<file path="src/rtl/reorder_buffer.sv">
// 16-entry in-order reorder buffer: dispatch at tail, out-of-order writeback,
// single in-order retire from head with a one-cycle flush on mispredict retire.
module reorder_buffer #(
  parameter int DEPTH = 16,
  parameter int IDX_W = 4
) (
  input  logic              clk,
  input  logic              rst,
  input  logic              DC_valid,
  input  logic              DC_wb_en,
  input  logic [5:0]        DC_A_rd,
  input  logic [6:0]        DC_P_rd_new,
  input  logic [6:0]        DC_P_rd_old,
  output logic              ROB_ready,
  output logic [IDX_W-1:0]  DC_rob_idx,
  input  logic              WB_valid,
  input  logic [IDX_W-1:0]  WB_rob_idx,
  input  logic              WB_mispredict,
  input  logic [31:0]       WB_target,
  output logic              commit_valid,
  output logic              commit_wb_en,
  output logic [5:0]        commit_A_rd,
  output logic [6:0]        commit_P_rd_new,
  output logic [6:0]        commit_P_rd_old,
  output logic              recovery,
  output logic [31:0]       redirect_pc
);

  typedef enum logic {S_NORMAL, S_RECOVER} state_t;

  localparam logic [IDX_W:0]   CNT_FULL = (IDX_W+1)'(DEPTH);
  localparam logic [IDX_W:0]   CNT_ONE  = (IDX_W+1)'(1);
  localparam logic [IDX_W-1:0] IDX_ONE  = IDX_W'(1);

  state_t            state;
  logic [IDX_W-1:0]  head, tail;
  logic [IDX_W:0]    count;

  logic [DEPTH-1:0]  e_valid, e_done, e_mp, e_wb_en;
  logic [5:0]        e_a_rd    [DEPTH];
  logic [6:0]        e_p_new   [DEPTH];
  logic [6:0]        e_p_old   [DEPTH];
  logic [31:0]       e_target  [DEPTH];

  logic dispatch_fire, wb_hit;

  assign ROB_ready     = (state == S_NORMAL) && (count != CNT_FULL);
  assign DC_rob_idx    = tail;
  assign recovery      = (state == S_RECOVER);
  assign dispatch_fire = DC_valid && ROB_ready;
  assign wb_hit        = WB_valid && (state == S_NORMAL) && e_valid[WB_rob_idx];

  assign commit_valid    = (state == S_NORMAL) && e_valid[head] && e_done[head];
  assign commit_wb_en    = commit_valid && e_wb_en[head];
  assign commit_A_rd     = commit_valid ? e_a_rd[head]  : '0;
  assign commit_P_rd_new = commit_valid ? e_p_new[head] : '0;
  assign commit_P_rd_old = commit_valid ? e_p_old[head] : '0;

  // Payload carries no reset: it is only ever observed behind valid/done.
  always_ff @(posedge clk) begin
    if (dispatch_fire) begin
      e_wb_en[tail] <= DC_wb_en;
      e_a_rd[tail]  <= DC_A_rd;
      e_p_new[tail] <= DC_P_rd_new;
      e_p_old[tail] <= DC_P_rd_old;
    end
    if (wb_hit && WB_mispredict) begin
      e_target[WB_rob_idx] <= WB_target;
    end
  end

  always_ff @(posedge clk or negedge rst) begin
    if (!rst) begin
      state       <= S_NORMAL;
      head        <= '0;
      tail        <= '0;
      count       <= '0;
      e_valid     <= '0;
      e_done      <= '0;
      e_mp        <= '0;
      redirect_pc <= '0;
    end else if (state == S_RECOVER) begin
      state   <= S_NORMAL;
      head    <= '0;
      tail    <= '0;
      count   <= '0;
      e_valid <= '0;
      e_done  <= '0;
      e_mp    <= '0;
    end else begin
      if (dispatch_fire) begin
        e_valid[tail] <= 1'b1;
        e_done[tail]  <= 1'b0;
        e_mp[tail]    <= 1'b0;
        tail          <= tail + IDX_ONE;
      end
      if (wb_hit) begin
        e_done[WB_rob_idx] <= 1'b1;
        e_mp[WB_rob_idx]   <= WB_mispredict;
      end
      // The mispredicting commit still retires normally; the flush follows a cycle later.
      if (commit_valid) begin
        e_valid[head] <= 1'b0;
        head          <= head + IDX_ONE;
        if (e_mp[head]) begin
          redirect_pc <= e_target[head];
          state       <= S_RECOVER;
        end
      end
      if (dispatch_fire && !commit_valid) begin
        count <= count + CNT_ONE;
      end else if (!dispatch_fire && commit_valid) begin
        count <= count - CNT_ONE;
      end
    end
  end

endmodule

</file>
<file path="config.mk">
export PLATFORM = sky130hd
export DESIGN_NAME = reorder_buffer
export DESIGN_NICKNAME = d
export VERILOG_FILES = /design/src/rtl/reorder_buffer.sv
export SDC_FILE = /design/constraint.sdc
export NUM_CORES = 1
export LEC_CHECK = 0
export CORE_ASPECT_RATIO = 0.9
export CORE_MARGIN = 2
export CORE_UTILIZATION = 55
export CTS_CLUSTER_SIZE = 12
export DETAILED_ROUTE_END_ITERATION = 10
export HOLD_SLACK_MARGIN = 0.1
export PLACE_DENSITY_LB_ADDON = 0.05
export SYNTH_ARGS = -nofsm -noshare
export SYNTH_HDL_FRONTEND = slang
export SYNTH_SLANG_ARGS = --single-unit
export TNS_END_PERCENT = 30
</file>
<file path="constraint.sdc">
create_clock -name clk -period 2.76 [get_ports clk]
set_input_delay 0.552 -clock clk [delete_from_list [all_inputs] [get_ports clk]]
set_output_delay 0.552 -clock clk [all_outputs]
set_load 0.02 [all_outputs]
</file>
Word-level counts from Yosys, hierarchy flattened. Memory sizes are Yosys's and may differ from the RTL's. A register that Yosys moved wholly into a read port is not among the register bits. Index checks and enable logic that the tools add are counted.

Register bits after elaboration: 78. RAM bits: 832. Bits of input ports: 62. Output and inout port bits: 60. Word-level logic and storage cells: 98. Memories kept: 4.

Memory list: e_target (depth 16, bits a word 32, read ports 1, clocked after memory_dff 1, wr ports 1, line 43) `logic [31:0] e_target [DEPTH];`; e_p_new (depth 16, bits a word 7, read ports 1, clocked after memory_dff 0, wr ports 1, line 41) `logic [6:0] e_p_new [DEPTH];`; e_p_old (depth 16, bits a word 7, read ports 1, clocked after memory_dff 0, wr ports 1, line 42) `logic [6:0] e_p_old [DEPTH];`; e_a_rd (depth 16, bits a word 6, read ports 1, clocked after memory_dff 0, wr ports 1, line 40) `logic [5:0] e_a_rd [DEPTH];`.

Add/sub/neg operators: 4. $lt $le $gt $ge: 6. Equality and inequality tests: 1. Muxes and demuxes: 47. Bitwise gates (word level): 8. Reductions and logical operators: 20.

Operators by type and width (count): $mux 16 (12); $and 16x16->16 (3); $bwmux 16 (2); $not 16->16 (2); $or 16x16->16 (2); $bmux 1 s4 (5); $mux 4 (4); $lt 4x5->1 const B (3); $mux 1 (15); $mux 5 (3); $mux 7 (2); $logic_and 1x1->1 (13); $demux 1 s4 (3); $ge 4x1->1 const B (3); $add 4x1->4 const B (2); $mux 6 (1); $add 5x1->5 const B (1); $ne 5x5->1 const B (1); $sub 5x1->5 const B (1); $reduce_bool 2->1 (2); $logic_not 1->1 (3); $reduce_and 3->1 (1); $reduce_bool 3->1 (1); $not 1->1 (1).

Longest topological paths before layout. Gate-level depths: netlist of the first run.

Depth after elaboration: 11. Mapped depth: 13. Gate-level depth less buffers: 10.

Worst setup path before layout of the first run. No wires, ideal clock.

Path kind: input to register. Start point: input WB_rob_idx[0]. End point: memory e_target[13][0] (enable). Setup time: 0.421 ns. Data arrival time: 2.974 ns. Required time: 2.339 ns. Slack: -0.635 ns. Stages on the path: 5. Path buffers: 2. Cell sequence: clkbuf_1 -> clkbuf_1 -> nor2b_1 -> nand2_1 -> nor2_1.

Cells in the longest elaborated chain, start to end: 6.

Ends and longest elaborated chain: from (decl) (line 17) `input logic [IDX_W-1:0] WB_rob_idx,`; $bmux 1 s4 (line 51) `assign wb_hit = WB_valid && (state == S_NORMAL) && e_valid[WB_rob_idx];`; $mux 1 (not written as such) (line 51); $logic_and 1x1->1 (line 51); $logic_and 1x1->1 (line 67) `if (wb_hit && WB_mispredict) begin`; $mux 1 (line 67); $mux 1 (not written as such) (line 68) `e_target[WB_rob_idx] <= WB_target;`; to (decl) (line 43).

Parallel ways exist; a longest one is shown, timed or not. The select of a mux whose other input is x is not followed.

Worst setup path after layout of the first run.
Start point: register head[0]. End point: output commit_A_rd[1].

Cells in the longest elaborated chain, start to end: 5. Elaborated cells between the ends (all ways): 8. Classes of those cells: mux: 5; reduce/logical: 2; memory: 1.

Ends and longest elaborated chain: from (decl) (line 36) `logic [IDX_W-1:0] head, tail;`; from (signal assigned) (line 104) `head <= head + IDX_ONE;`; $bmux 1 s4 (line 53) `assign commit_valid = (state == S_NORMAL) && e_valid[head] && e_done[head];`; $mux 1 (not written as such) (line 53); $logic_and 1x1->1 (2 in series) (line 53); $mux 6 (*) (line 55) `assign commit_A_rd = commit_valid ? e_a_rd[head] : '0;`; to (decl) (line 22) `output logic [5:0] commit_A_rd,`.

Every way passes the cells marked *; elsewhere a longest branch is shown, timed or not. The select of a mux whose other input is x is not followed.

==> impl_metrics.ini, run 1 <==
[routing]
drt-vias-per-instance = 6.16
drcViolationCount = 0
detailedRoute.firstPassIterationCount = 5
vias = 17900
antenna_violating_nets_post_route = 0
drt-initial-drc-count = 1811
drt_wl_total_um = 83800
routedWlPerCell_um = 28.8

[synthesis]
synthMostInstantiatedCell = sky130_fd_sc_hd__edfxtp_1
synth-seq-area-share_pct = 75.6
netlist-cell-type-count = 49
synthDominantCellAreaShare_pct = 69.2
synth.ff_latch_count = 942
syn-instance-count = 1650
dominantRegCellSynth = sky130_fd_sc_hd__edfxtp_1
post_synth_most_frequent_cells = sky130_fd_sc_hd__edfxtp_1 (848), sky130_fd_sc_hd__mux4_2 (281), sky130_fd_sc_hd__dfrtp_1 (94)
synth-warning-count = 0
postSynthAreaPerCell_sq_um = 22.3
synth_enable_flop_cells = 848
synth_area_leaders = sky130_fd_sc_hd__edfxtp_1 (69%), sky130_fd_sc_hd__mux4_2 (17%), sky130_fd_sc_hd__dfrtp_1 (6.4%)
share_of_flip_flops_with_an_asynchronous_set_or_reset_pct = 9.98
synth_nets = 1725
synthesis.area_sq_um = 36800
yosysTopAreaCell = sky130_fd_sc_hd__edfxtp_1

[clock_tree]
worstSkewPairLatency_ns = 0.65
cts.root.buffer_cell = sky130_fd_sc_hd__clkbuf_16
clock_slew_at_reported_path_ffs_ns = 0.06
clkSinkCount = 942
cts-buffers-inserted = 93
cts_htree_levels = 3
cts_buffer_depth = 3
cts_tree = built

[global_routing]
grt_antenna_before_repair = 3
grt_pass1_wl_um = 124000
grt_overflow = 0
grt_util_all_layers_pct = 24.8
first_global_vias = 18800
grt_start_max_net_pins = 95

[sta]
slew_violations = 0
setup-violations-final = 58
worst-slew-pin-transition_ns = 0.730
rsz0062_at_grt = true
layout_setup_ws_ns = -0.612
timing.final.hold_violations = 0
slew_headroom_pct = 51.4
timing.fmax_mhz = 297
finalCritPeriodShare_pct = 122
finalWorstPathRequiredPeriod_ns = 3.37
fin_skew_ns = 0.0252

[cells_and_area]
num-nets-final = 2050
final_layout_size_suffix_gt1_share_pct = 34.8
stdcell_area_sq_um = 44400
num-fill-cells = 4179
area_growth_pct = 20.6
non_filler_cells_in_the_finished_layout = 2912

[setup_path]
arrival_ns = 2.82
worst_path_fanout_max = 5
end_kind = output port
cp.required_ns = 2.21
timing.setup.critical_path_class = reg -> out
r2r.worst_path.cells = 14
type_of_origin_of_the_critical_path = flip-flop

[place]
dp.final_hpwl_um = 46300
place.gp.congestion = 0.817
placed_cell_area_sq_um = 40800
placed_cells = 2716
numPortBuffers = 121

[pwr]
cellLeakagePower_nw = 14.7
pwr_density_cell_nw_per_um2 = 975
max-vdd-ir-drop_uv = 648

[outcome]
violations = setup timing
outcome = finished with violations

[die]
i_o_pins = 122
die_area_sq_um = 69000
die_y_um = 249
fp-row-count = 89
core_region_area_sq_um = 65800
die_w_um = 277
initial_utilization_pct = 55.9

[min_path]
hold-path-cell-count = 1
holdCritPathClass = reg -> reg

[job]
max_cap_violations = 0
[kinds of logic (layout without fill, tap and decap cells)]
kind of cell             after synthesis  after routing  share of synthesized area [%]
flip-flops                           942            942                           75.6
multiplexers                         319            319                           18.7
AND/OR/NAND/NOR                      195            195                           2.63
buffers and inverters                109            505                           1.33
AO/OA/AOI/OAI                         65             65                           1.15
adder cells (fa/ha/maj)               13             13                          0.463
XOR/XNOR                               7              7                          0.167
other                                  0              2                              0
[layout make-up]
class / count / area (sq um) / share of cell area, %
diodes: 2 / 5.00 / 0.0113
clock buffers: 152 / 2680 / 6.04
clock inverters: 14 / 121 / 0.274
inverters: 23 / 86.3 / 0.195
multi-input cells: 599 / 8810 / 19.9
flip-flops and latches: 942 / 27800 / 62.7
well taps: 864 / 1080 / 2.44
repair buffers: 316 / 3750 / 8.45
[registers in the layout, indices dropped and copies added (netlist names)]
signal	count
e_valid	16
e_wb_en	16
e_done	16
e_a_rd	96
DC_rob_idx	4
head	4
recovery	1
e_mp	16
e_p_old	112
e_target	512
count	5
e_p_new	112
redirect_pc	32
[placed cells by master (no fill, tap or decap), types with 4 or more instances in the layout]
cell	netlist	layout
sky130_fd_sc_hd__nor2_4	0	16
sky130_fd_sc_hd__and3_1	29	7
sky130_fd_sc_hd__a31oi_1	10	10
sky130_fd_sc_hd__ha_1	12	11
sky130_fd_sc_hd__nand4_1	6	6
sky130_fd_sc_hd__nand3_1	25	23
sky130_fd_sc_hd__xnor2_1	5	5
sky130_fd_sc_hd__buf_16	0	6
sky130_fd_sc_hd__dfrtp_4	0	4
sky130_fd_sc_hd__nor2_1	62	43
sky130_fd_sc_hd__clkbuf_16	0	96
sky130_fd_sc_hd__mux4_2	281	281
sky130_fd_sc_hd__mux2_4	29	32
sky130_fd_sc_hd__clkbuf_1	38	48
sky130_fd_sc_hd__inv_1	22	22
sky130_fd_sc_hd__a211oi_1	5	4
sky130_fd_sc_hd__clkbuf_8	0	9
sky130_fd_sc_hd__nand2_1	38	37
sky130_fd_sc_hd__clkdlybuf4s50_1	0	97
sky130_fd_sc_hd__nand3b_1	4	4
sky130_fd_sc_hd__dfrtp_1	94	89
sky130_fd_sc_hd__a311oi_1	12	12
sky130_fd_sc_hd__nor2b_1	11	10
sky130_fd_sc_hd__clkinv_2	0	5
sky130_fd_sc_hd__buf_4	1	105
sky130_fd_sc_hd__and3_4	0	22
sky130_fd_sc_hd__edfxtp_1	848	848
sky130_fd_sc_hd__buf_6	5	35
sky130_fd_sc_hd__o21ai_0	5	5
sky130_fd_sc_hd__a21oi_1	24	22
sky130_fd_sc_hd__buf_12	0	67
[stage by stage]
stage / setup TNS (ns) / hold slack [ns] / setup slack, ns / total power [mW] / util, %
after floorplan: -147.38 / 0.256 / -0.423 / 25.5 / -
after global placement: -21.66 / 0.494 / -0.450 / 30.1 / 62.1
after detailed placement: -23.31 / 0.494 / -0.476 / 30.3 / 62.1
after CTS: -22.70 / 0.509 / -0.667 / 43.4 / 67.3
after global routing: -22.09 / 0.531 / -0.671 / 45.0 / 67.4
final: -16.86 / 0.507 / -0.612 / 43.3 / 67.4
[worst max-delay path, stage by stage, from the launching register on]
cell,delay [ns]
sky130_fd_sc_hd__dfrtp_4,0.53
sky130_fd_sc_hd__buf_12,0.16
sky130_fd_sc_hd__buf_8,0.13
sky130_fd_sc_hd__buf_16,0.13
sky130_fd_sc_hd__mux4_2,0.43
sky130_fd_sc_hd__mux4_2,0.49
sky130_fd_sc_hd__and3_4,0.18
sky130_fd_sc_hd__buf_6,0.13
[final timing paths]
kind	to	slack, ns	from
setup reg to reg	count[4]	-0.54	head[1]
min in group asynchronous	count[3]	0.52	rst
max in group asynchronous	head[2]	1.69	rst
hold / removal	redirect_pc[2]	0.51	redirect_pc[2]
hold reg to reg	redirect_pc[2]	0.51	redirect_pc[2]
setup / recovery	commit_A_rd[1]	-0.61	head[0]
[power by group]
part           internal, mW  total, mW  switching, mW
registers              16.8       17.4          0.616
clock network          6.71       11.8           5.11
logic                  7.60       14.1           6.46
total                  31.1       43.3           12.2
[metal layers]
layer	global-route usage, %	vias to the layer above	wire [um]	part of all wire [%]
met5	0	-	23	0.027
met4	7.39	4	2210	2.6
met3	3.50	142	4080	4.9
met2	42.3	525	43400	52
met1	33.8	9679	34100	41
li1	-	7578	-	-
[what timing repair did]
action,in CTS,in global routing
buffers inserted,17,7
endpoints found under the hold margin,94,0
pin swaps,24,4
resized for setup,196,27
cloned,7,1
endpoints found under the setup margin,59,58
hold buffers,1,0
Note: power is estimated with default switching activity, not from simulation.
==> inputs of run 2 (changes only) <==
--- a/config.mk
+++ b/config.mk
@@ -7,11 +7,12 @@
 export LEC_CHECK = 0
 export CORE_ASPECT_RATIO = 0.9
 export CORE_MARGIN = 2
-export CORE_UTILIZATION = 55
+export CORE_UTILIZATION = 40
 export CTS_CLUSTER_SIZE = 12
 export DETAILED_ROUTE_END_ITERATION = 10
 export HOLD_SLACK_MARGIN = 0.1
 export PLACE_DENSITY_LB_ADDON = 0.05
+export SKIP_LAST_GASP = 1
 export SYNTH_ARGS = -nofsm -noshare
 export SYNTH_HDL_FRONTEND = slang
 export SYNTH_SLANG_ARGS = --single-unit
==> impl_metrics.ini, run 2 (same netlist as run 1, synthesis figures left out) <==
[global_routing]
first_global_vias = 19100
grt_overflow = 0
grt_start_max_net_pins = 88
grt_antenna_before_repair = 6
grt_pass1_wl_um = 135000
grt_util_all_layers_pct = 19.9

[setup_path]
rr_startpoint = head[1]
critical-path-max-stage-delay_ns = 0.50
cp-endpoint = commit_A_rd[4]
worst_path_most_repeated_cell = sky130_fd_sc_hd__buf_12
worstSetupStartpoint = head[0]
regToRegEndpoint = redirect_pc[14]
regToRegSetupSlack_ns = -0.57
type_of_origin_of_the_critical_path = flip-flop
slowest_stage = sky130_fd_sc_hd__dfrtp_4
worst_path_fanout_max = 8
timing.setup.critical_path_class = reg -> out
path_cells = buf_12 -> buf_12 -> buf_12 -> mux4_2 -> mux4_2 -> and3_4 -> buf_6
arrival_ns = 2.90
r2r.worst_path.cells = 8
end_kind = output port
cp.required_ns = 2.21

[cells_and_area]
max_flop_register = e_target
num-fill-cells = 7451
largest_register_ff_count = 512
largestRegisters = e_target x512, e_p_new x112, e_p_old x112
mostFrequentLayoutCells = sky130_fd_sc_hd__edfxtp_1 (848), sky130_fd_sc_hd__mux4_2 (281), sky130_fd_sc_hd__buf_4 (118)
non_filler_cells_in_the_finished_layout = 3301
utilization_pct = 49.6
stdcell_area_sq_um = 45200
mostFrequentLayoutCell = sky130_fd_sc_hd__edfxtp_1
area_growth_pct = 22.9
final_layout_size_suffix_gt1_share_pct = 35.7
num-nets-final = 2070

[outcome]
violations = setup timing
outcome = finished with violations

[pwr]
max-vdd-ir-drop_uv = 620
switchingPower_mw = 12.5
cellLeakagePower_nw = 14.9
pwr_density_cell_nw_per_um2 = 975
power_frac_seq_pct = 39.5
clock_power_share_pct = 29.0
internal_power_mw = 31.5
p_sw_share_pct = 28.4
fraction_of_power_consumed_by_combinational_cells_pct = 31.4
power_mw = 44.1

[clock_tree]
cts_tree = built
worstSkewPairLatency_ns = 0.66
cts.root.buffer_cell = sky130_fd_sc_hd__clkbuf_16
clkSinkCount = 942
clock_slew_at_reported_path_ffs_ns = 0.06
cts_buffer_depth = 3
cts-buffers-inserted = 100
cts_htree_levels = 3

[sta]
finalWorstPathRequiredPeriod_ns = 3.45
layout_setup_ws_ns = -0.690
worst-slew-pin-transition_ns = 0.897
timing.final.hold_violations = 0
finalCritPeriodShare_pct = 125
slew_headroom_pct = 40.2
slew_violations = 0
totalNegativeSetupSlack_ns = -31.76
worst_hold_slack_ns = 0.426
fin_skew_ns = 0.0219
timing.fmax_mhz = 290
setup-violations-final = 59
rsz0062_at_grt = true

[routing]
routedWlPerCell_um = 28.0
antenna_violating_nets_post_route = 0
drt-vias-per-instance = 5.41
detailedRoute.firstPassIterationCount = 5
vias = 17900
drcViolationCount = 0
drt-initial-drc-count = 1548
drt_wl_total_um = 92500

[die]
fp-row-count = 105
die_w_um = 324
core_region_area_sq_um = 91200
i_o_pins = 122
initial_utilization_pct = 40.3
die_area_sq_um = 94400
die_y_um = 292

[place]
placement.setup.worst_slack_ns = -0.534
placed_cell_area_sq_um = 41500
place.gp.congestion = 0.815
placed_cells = 3100
numPortBuffers = 121
dp.final_hpwl_um = 53300

[job]
max_cap_violations = 0

[min_path]
holdCritPathClass = in -> async
==> run 2: power groups by stage <==
stage	clock (mW)	sequential (mW)	combinational (mW)
floorplan	0	17.7	7.76
global route	13.7	17.5	14.8
global placement	0	17.7	12.8
CTS	13.2	17.4	13.5
detailed placement	0	17.7	12.8
finish	12.8	17.4	13.8
==> run 2: worst min-delay path by stage <==
stage,from,to,slack (ns),cells after the start
after floorplan,rst,DC_rob_idx[0],0.26,0
after global placement,redirect_pc[28],redirect_pc[28],0.50,1
after detailed placement,redirect_pc[28],redirect_pc[28],0.50,1
after CTS,rst,redirect_pc[19],0.41,2
after global routing,rst,redirect_pc[21],0.43,2
final,rst,redirect_pc[21],0.43,2
==> run 2: critical path, delay by kind of cell (launching register included) <==
kind / cells / cell delay [ns]
flops: 1 / 0.50
buf+inv: 4 / 0.58
mux: 2 / 0.96
simple gates: 1 / 0.19
==> run 2: area by class of cell <==
| class | instances | area, sq um | share of cell area [%] |
|---|---|---|---|
| sequential | 942 | 27800 | 61.6 |
| multi-input combinational | 599 | 8770 | 19.4 |
| timing repair buffer | 329 | 3840 | 8.49 |
| clock buffer | 140 | 2820 | 6.23 |
| tap | 1230 | 1540 | 3.41 |
| clock inverter | 37 | 313 | 0.692 |
| inverter | 23 | 88.8 | 0.197 |
| antenna | 1 | 2.50 | 0.00554 |
==> run 2: timing repair <==
action                                  CTS  global route
hold endpoints to repair                 26             0
gates resized for setup                 117            71
hold buffers                              1             0
buffers inserted                         17             3
cloned                                    5             3
endpoints found under the setup margin   60            60
pin swaps                                 4             6
==> run 2: metal layers <==
metal  GRT usage [%]  wire (um)  up-vias
li1                -          -     7623
met3            3.09       3680      136
met1            27.1      39500     9724
met5               0         41        -
met4            5.04       2010        6
met2            33.8      47200      383
==> inputs of run 3 (changes only) <==
--- a/config.mk
+++ b/config.mk
@@ -11,6 +11,7 @@
 export CTS_CLUSTER_SIZE = 12
 export DETAILED_ROUTE_END_ITERATION = 10
 export HOLD_SLACK_MARGIN = 0.1
+export MAX_ROUTING_LAYER = met4
 export PLACE_DENSITY_LB_ADDON = 0.05
 export SKIP_LAST_GASP = 1
 export SYNTH_ARGS = -nofsm -noshare
==> impl_metrics.ini, run 3 (same netlist as run 1, synthesis figures left out) <==
[global_routing]
grt_antenna_before_repair = 6
grt_start_max_net_pins = 88
first_global_vias = 19200
grt_overflow = 0
grt_util_all_layers_pct = 20.5
grt_pass1_wl_um = 134000

[setup_path]
worstSetupStartpoint = head[0]
slowest_stage = sky130_fd_sc_hd__dfrtp_4
regToRegEndpoint = redirect_pc[14]
worst_path_fanout_max = 8
critical-path-max-stage-delay_ns = 0.50
r2r.worst_path.cells = 8
arrival_ns = 2.89
rr_startpoint = head[1]
regToRegSetupSlack_ns = -0.58
timing.setup.critical_path_class = reg -> out
end_kind = output port
worst_path_most_repeated_cell = sky130_fd_sc_hd__buf_12
type_of_origin_of_the_critical_path = flip-flop
path_cells = buf_12 -> buf_12 -> buf_12 -> mux4_2 -> mux4_2 -> and3_4 -> buf_6
cp.required_ns = 2.21

[cells_and_area]
largestRegisters = e_target x512, e_p_new x112, e_p_old x112
num-nets-final = 2070
area_growth_pct = 22.9
stdcell_area_sq_um = 45200
max_flop_register = e_target
num-fill-cells = 7451
mostFrequentLayoutCells = sky130_fd_sc_hd__edfxtp_1 (848), sky130_fd_sc_hd__mux4_2 (281), sky130_fd_sc_hd__buf_4 (118)
largest_register_ff_count = 512
utilization_pct = 49.6
final_layout_size_suffix_gt1_share_pct = 35.7
mostFrequentLayoutCell = sky130_fd_sc_hd__edfxtp_1

[die]
i_o_pins = 122
die_area_sq_um = 94400
core_region_area_sq_um = 91200
die_w_um = 324
fp-row-count = 105
die_y_um = 292
initial_utilization_pct = 40.3

[sta]
finalWorstPathRequiredPeriod_ns = 3.45
setup-violations-final = 59
slew_violations = 0
fin_skew_ns = 0.0219
worst-slew-pin-transition_ns = 0.898
finalCritPeriodShare_pct = 125
layout_setup_ws_ns = -0.686
timing.fmax_mhz = 290
slew_headroom_pct = 40.2
timing.final.hold_violations = 0
rsz0062_at_grt = true

[pwr]
switchingPower_mw = 12.5
cellLeakagePower_nw = 14.9
power_frac_seq_pct = 39.5
fraction_of_power_consumed_by_combinational_cells_pct = 31.4
max-vdd-ir-drop_uv = 621
pwr_density_cell_nw_per_um2 = 975
clock_power_share_pct = 29.0
internal_power_mw = 31.5
power_mw = 44.1
p_sw_share_pct = 28.4

[clock_tree]
cts.root.buffer_cell = sky130_fd_sc_hd__clkbuf_16
clock_slew_at_reported_path_ffs_ns = 0.06
worstSkewPairLatency_ns = 0.66
cts_htree_levels = 3
clkSinkCount = 942
cts-buffers-inserted = 100
cts_buffer_depth = 3
cts_tree = built

[routing]
routedWlPerCell_um = 28.0
detailedRoute.firstPassIterationCount = 7
drt-vias-per-instance = 5.40
antenna_violating_nets_post_route = 0
drcViolationCount = 0
drt-initial-drc-count = 1536
drt_wl_total_um = 92400
vias = 17800

[place]
dp.final_hpwl_um = 53300
placement.setup.worst_slack_ns = -0.534
placed_cell_area_sq_um = 41500
numPortBuffers = 121
place.gp.congestion = 0.827

[min_path]
holdCritPathClass = in -> async

[outcome]
outcome = finished with violations
violations = setup timing

[job]
max_cap_violations = 0
## run 3: changes by cell type in the layout (fill, tap and decap cells not counted)
| cell | before | now |
|---|---|---|
| sky130_fd_sc_hd__diode_2 | 1 | 4 |
## run 3: metrics by stage
step	hold slack, ns	setup TNS [ns]	std cells
finish	0.425	-32.01	3304
global route	0.434	-37.28	3304
CTS	0.405	-36.85	3300
detailed placement	0.498	-32.05	3100
global placement	0.498	-34.17	3100
floorplan	0.256	-147.38	1650
## run 3: how the worst max path moves through the flow
stage | slack (ns) | to | cells past startpoint
floorplan | -0.42 | e_target[10][0] | 5
global placement | -0.52 | commit_P_rd_old[1] | 7
detailed placement | -0.53 | count[4] | 10
CTS | -0.76 | commit_P_rd_old[4] | 7
global route | -0.77 | commit_A_rd[4] | 7
finish | -0.69 | commit_A_rd[4] | 7
## run 3: power by group through the flow
stage | sequential, mW | combinational (mW) | clock [mW]
floorplan | 17.7 | 7.76 | 0
global placement | 17.7 | 12.8 | 0
detailed placement | 17.7 | 12.8 | 0
CTS | 17.4 | 13.5 | 13.2
global route | 17.5 | 14.8 | 13.7
finish | 17.4 | 13.8 | 12.8
## run 3: layer usage
layer / GRT usage (%) / wire, um / vias up
met4: 5.04 / 2040 / 0
met1: 27.0 / 39300 / 9690
met2: 33.9 / 47400 / 375
met3: 3.07 / 3650 / 144
met5: - / 0 / -
li1: - / - / 7639
## run 3: timing repair
item | CTS | global route
hold buffers | 1 | 0
buffers inserted | 17 | 3
endpoints found under the hold margin | 26 | 0
setup endpoints to repair | 60 | 60
pin swaps | 4 | 6
gates resized for setup | 117 | 71
gates cloned | 5 | 3
## run 3: critical path, delay by kind of cell, from the launching register on
kind,cells,cell delay (ns)
multiplexers,2,0.96
AND/OR/NAND/NOR,1,0.19
flip-flops,1,0.50
buffers and inverters,4,0.57
## run 3: cell type report
cell class	instances	area, sq um	area share (%)
Tap cell	1230	1540	3.40
Clock buffer	140	2820	6.23
Timing Repair Buffer	329	3840	8.49
Clock inverter	37	313	0.692
Antenna cell	4	10.0	0.0221
Inverter	23	88.8	0.197
Sequential cell	942	27800	61.6
Multi-Input combinational cell	599	8770	19.4
==> patch 1, RTL diff (settings of run 3) <==
Make the reset (`rst`) synchronous in one clocked block.
--- a/src/rtl/reorder_buffer.sv
+++ b/src/rtl/reorder_buffer.sv
@@ -69,7 +69,7 @@
     end
   end
 
-  always_ff @(posedge clk or negedge rst) begin
+  always_ff @(posedge clk) begin
     if (!rst) begin
       state       <= S_NORMAL;
       head        <= '0;
Function: differs if rst is asserted again (counterexample within 4 cycles, from zero or initial values and one cycle with rst low); with rst held inactive, the same outputs for 4 cycles.
==> patch 1 against run 3 <==
The run still ends with negative setup slack left. Worst hold slack lost 0.048 ns. Utilization decreased by 0.49 points. Fmax is 3.3% higher. Synthesized area shrank 0.69%. Sequential cell count up 4. Wire length shrank 0.74%. Count of clock-buffer cells in the layout rose by 4. Cell count rose by 1.1%. Via count increased by 2.2%. Design area fell by 1.4%. Setup slack better by 0.11 ns. Largest cell class unchanged.
Power is not compared: it rests on default switching activity, and its combinational part moved more than twofold at a synthesized area within 25%.
==> patch 1: results (changes against run 3) <==
- Run status: complete, but fails checks (unchanged)
- The top fanout value on the critical path came to 6 (was 8).
- The number of antenna violations at the first check in global routing is 7 (was 6).
- The placer congestion estimate was 0.832 (was 0.827).
- The flip-flop and latch count was 946 (was 942).
* Router iterations before antenna repair: 5 (was 7)
* Number of buffers added by the clock tree synthesis step: 99 (was 100)
* Leading cell types by total area after synthesis: edfxtp_1, mux4_2, dfxtp_1, mux2i_1, nand2_1 (was edfxtp_1, mux4_2, dfrtp_1, mux2_4, nor2_1)
- Post-synth top cells: edfxtp_1, mux4_2, dfxtp_1 (was edfxtp_1, mux4_2, dfrtp_1)
* # nets final: 2,103 (was 2,070)
- Violated checks: negative setup slack (unchanged).
* Maximum number of pins on one net before global-route repair: 84 (was 88)
- Minimum setup slack among reg-to-reg paths: -0.50 ns (was -0.58 ns)
- The sequential cell area came to 27,500 um2 (was 27,800 um2).
- The portion of the layout cell area used by clock cells came to 7.04% (was 6.92%).
- Share of flip-flops with an asynchronous set or reset after synthesis: 0% (was 9.98%)
* Total negative slack: -16.66 ns (was -32.01 ns)
- Via count of the first global-routing pass: 19,100 (was 19,200)
* Final clock skew: 0.0219 ns (about the same)
* Data arrival time at the worst-slack endpoint: 2.78 ns (was 2.89 ns)
- The class of the tightest hold or removal check is in -> reg (was in -> async).
- Final setup violation count: 57 (was 59)
* # clk buffers: 144 (was 140)
- Cell depth of the worst flop-to-flop path: 12 (was 8)
- Hold slack final: 0.377 ns (was 0.425 ns)
- The capture instance of the worst register-to-register path is count[4]$_SDFFE_PP0P_ (was redirect_pc[14]$_DFFE_PN0P_).
* Post-route setup slack: -0.576 ns (was -0.686 ns)
- Filler Cells Inserted: 7,372 (was 7,451)
## patch 1: per-stage QoR
step | util, % | cell area, um2 | cells | setup WS [ns]
2_1_floorplan | - | 36500 | 1718 | -0.417
3_3_place_gp | 45.1 | 40900 | 3135 | -0.411
3_5_place_dp | 45.1 | 40900 | 3135 | -0.363
4_1_cts | 48.8 | 44300 | 3322 | -0.687
5_1_grt | 49.1 | 44600 | 3339 | -0.678
6_report | 49.1 | 44600 | 3339 | -0.576
## patch 1: cells by family (layout without fill, tap and decap cells)
logic type | count (synthesis) | count (layout) | share of synthesized area, %
mux | 319 | 319 | 18.4
fa+ha+maj | 13 | 13 | 0.466
compound gates | 86 | 86 | 1.36
buf+inv | 119 | 506 | 1.62
other cells | 0 | 4 | 0
flops | 946 | 946 | 75.1
simple gates | 228 | 228 | 2.92
xor+xnor | 7 | 7 | 0.168
## patch 1: worst register-to-register path, cell delays in order (launching register included)
cell and delay (ns):
dfxtp_4 0.37, mux4_2 0.51, mux2_4 0.29, o2111a_2 0.40, nand2_4 0.16, ha_1 0.18, inv_1 0.09, fa_2 0.35
a21o_1 0.17, a21oi_1 0.16, xnor2_1 0.09, or3_1 0.30, a21oi_1 0.14
## patch 1: routing by layer
metal | track usage, % | part of all wire, % | wire length (um)
met1 | 29.3 | 46 | 42000
met2 | 31.2 | 48 | 43900
met3 | 2.93 | 4.6 | 4200
met4 | 4.40 | 1.8 | 1630
met5 | - | 0 | 0
## patch 1: timing repair
| item | CTS | global route |
|---|---|---|
| endpoints found under the setup margin | 58 | 59 |
| cloned | 4 | 4 |
| pin swaps | 1 | 3 |
| resized for setup | 119 | 41 |
| setup buffers | 5 | 9 |
==> patch 2, RTL diff (settings of run 3) <==
Without the edit above. Change the parameter `IDX_W` from 4 to 3.
--- a/src/rtl/reorder_buffer.sv
+++ b/src/rtl/reorder_buffer.sv
@@ -2,7 +2,7 @@
 // single in-order retire from head with a one-cycle flush on mispredict retire.
 module reorder_buffer #(
   parameter int DEPTH = 16,
-  parameter int IDX_W = 4
+  parameter int IDX_W = 3
 ) (
   input  logic              clk,
   input  logic              rst,
Ports: changed (resized DC_rob_idx and WB_rob_idx); port bits go from 122 to 120. The function was not compared with the original's and may differ.
==> patch 2 against run 3 <==
The flow still finishes with violations (negative setup slack). Fmax increased by 13%. Total power decreased by 65%. Synthesized area decreased by 48%. Wire length decreased by 48%. Sequential power decreased by 53%. Setup slack improved by 0.41 ns. Design area decreased by 46%. Sequential cell count decreased by 451. Critical path type unchanged. Largest power group unchanged. Highest routed layer unchanged.
==> patch 2: results (changes against run 3) <==
* Run status: complete, but fails checks (unchanged)
- Violated checks: negative setup slack (unchanged)
- The number of nets in the finished design came to 1,449 (was 2,070).
- The count of plain and timing-repair buffers was 245 (was 329).
- The number of vias per cell after detailed routing was 5.43 (was 5.40).
- The fraction of cell area in non-clock buffers was 10.5% (was 8.49%).
- The number of design-rule violations left by the first detailed-router iteration is 677 (was 1,536).
* Cell depth of the worst flop-to-flop path: 13 (was 8)
- The ratio of cells with drive above 1 in the final layout was 24.1% (was 35.7%).
* Hpwl dp: 29,200 um (was 53,300 um)
* Share of synthesized area occupied by flip-flops and latches: 74.8% (was 75.6%)
* Worst slack after detailed placement: -0.246 ns (was -0.534 ns)
- The wire length on met2 came to 21,400 um (was 47,400 um).
* Largest registers ranked by flip-flop count: e_target x256, e_p_new x56, e_p_old x56 (was e_target x512, e_p_new x112, e_p_old x112)
* Flip-flop and latch count after synthesis: 491 (was 942)
- The met3 capacity usage during global routing is 3.60% (was 3.07%).
* Depth of the CTS H-tree: 2 (was 3)
- Number of synthesized flops with an enable pin: 424 (was 848)
- Max Fanout on Critical Path: 7 (was 8)
- Cell Count Post-Placement: 1,946 (was 3,100)
- Xor/xnor share of the synthesized area: 0.136% (was 0.167%)
- Internal: 12.3 mW (was 31.5 mW)
- Final setup violation count: 41 (was 59)
- The met2 track demand over resource is 29.7% (was 33.9%).
- Leading cell types by total area after synthesis: edfxtp_1, dfrtp_1, mux2_2, mux2i_1, a221oi_1 (was edfxtp_1, mux4_2, dfrtp_1, mux2_4, nor2_1).
- The length of the first detailed-routing pass in iterations was 5 (was 7).
- #MultiIn Comb: 575 (was 599)
* Transition time at the pin with the least slew margin: 0.831 ns (was 0.898 ns)
- Routed vias: 11,100 (was 17,800)
- Post-route setup slack: -0.280 ns (was -0.686 ns)
* Sequential share of cell area: 59.6% (was 61.6%)
* Final Routed Wirelength: 48,300 um (was 92,400 um)
- Clk power: 6.80 mW (was 12.8 mW)
- The maximum clock skew at final layout is 0.0261 ns (was 0.0219 ns).
- The total of cells resized after clock tree synthesis came to 162 (was 117).
- Min-Delay Path Class: reg -> reg (was in -> async)
- Detailed-routing wirelength on met1: 23,500 um (was 39,300 um)
- The wire length of the first global-routing pass was 73,600 um (was 134,000 um).
- Setup bufs post-CTS: 9 (was 17)
- Destination of the critical timing path: commit_A_rd[3] (was commit_A_rd[4])
* Endpoint of the lowest-slack register-to-register path: count[3]$_DFFE_PN0P_ (was redirect_pc[14]$_DFFE_PN0P_)
- Minimum setup slack among reg-to-reg paths: -0.10 ns (was -0.58 ns)
- The filler cell count in the final layout is 4,039 (was 7,451).
- Met3 wire len: 2370 um (was 3650 um)
patch 2: changes by cell type after synthesis, moves of 26 or more:
| cell | before | now |
|---|---|---|
| edfxtp_1 | 848 | 424 |
| mux4_2 | 281 | 2 |
| mux2_2 | 6 | 77 |
| and3_1 | 29 | 3 |
| dfrtp_1 | 94 | 67 |
| a221oi_1 | 1 | 66 |
| a21oi_1 | 24 | 55 |
| mux2_4 | 29 | 0 |
| mux2i_1 | 3 | 75 |
| a22oi_1 | 0 | 33 |
| o22ai_1 | 1 | 56 |
patch 2: per-stage QoR:
step,hold WS (ns),instance area [um2],setup TNS [ns],power [mW]
2_1_floorplan,0.256,19300,-110.49,8.41
3_3_place_gp,0.466,22300,-58.74,8.66
3_5_place_dp,0.475,22300,-55.01,8.66
4_1_cts,0.491,24100,-7.67,15.5
5_1_grt,0.501,24200,-11.28,15.8
6_report,0.485,24200,-5.89,15.3
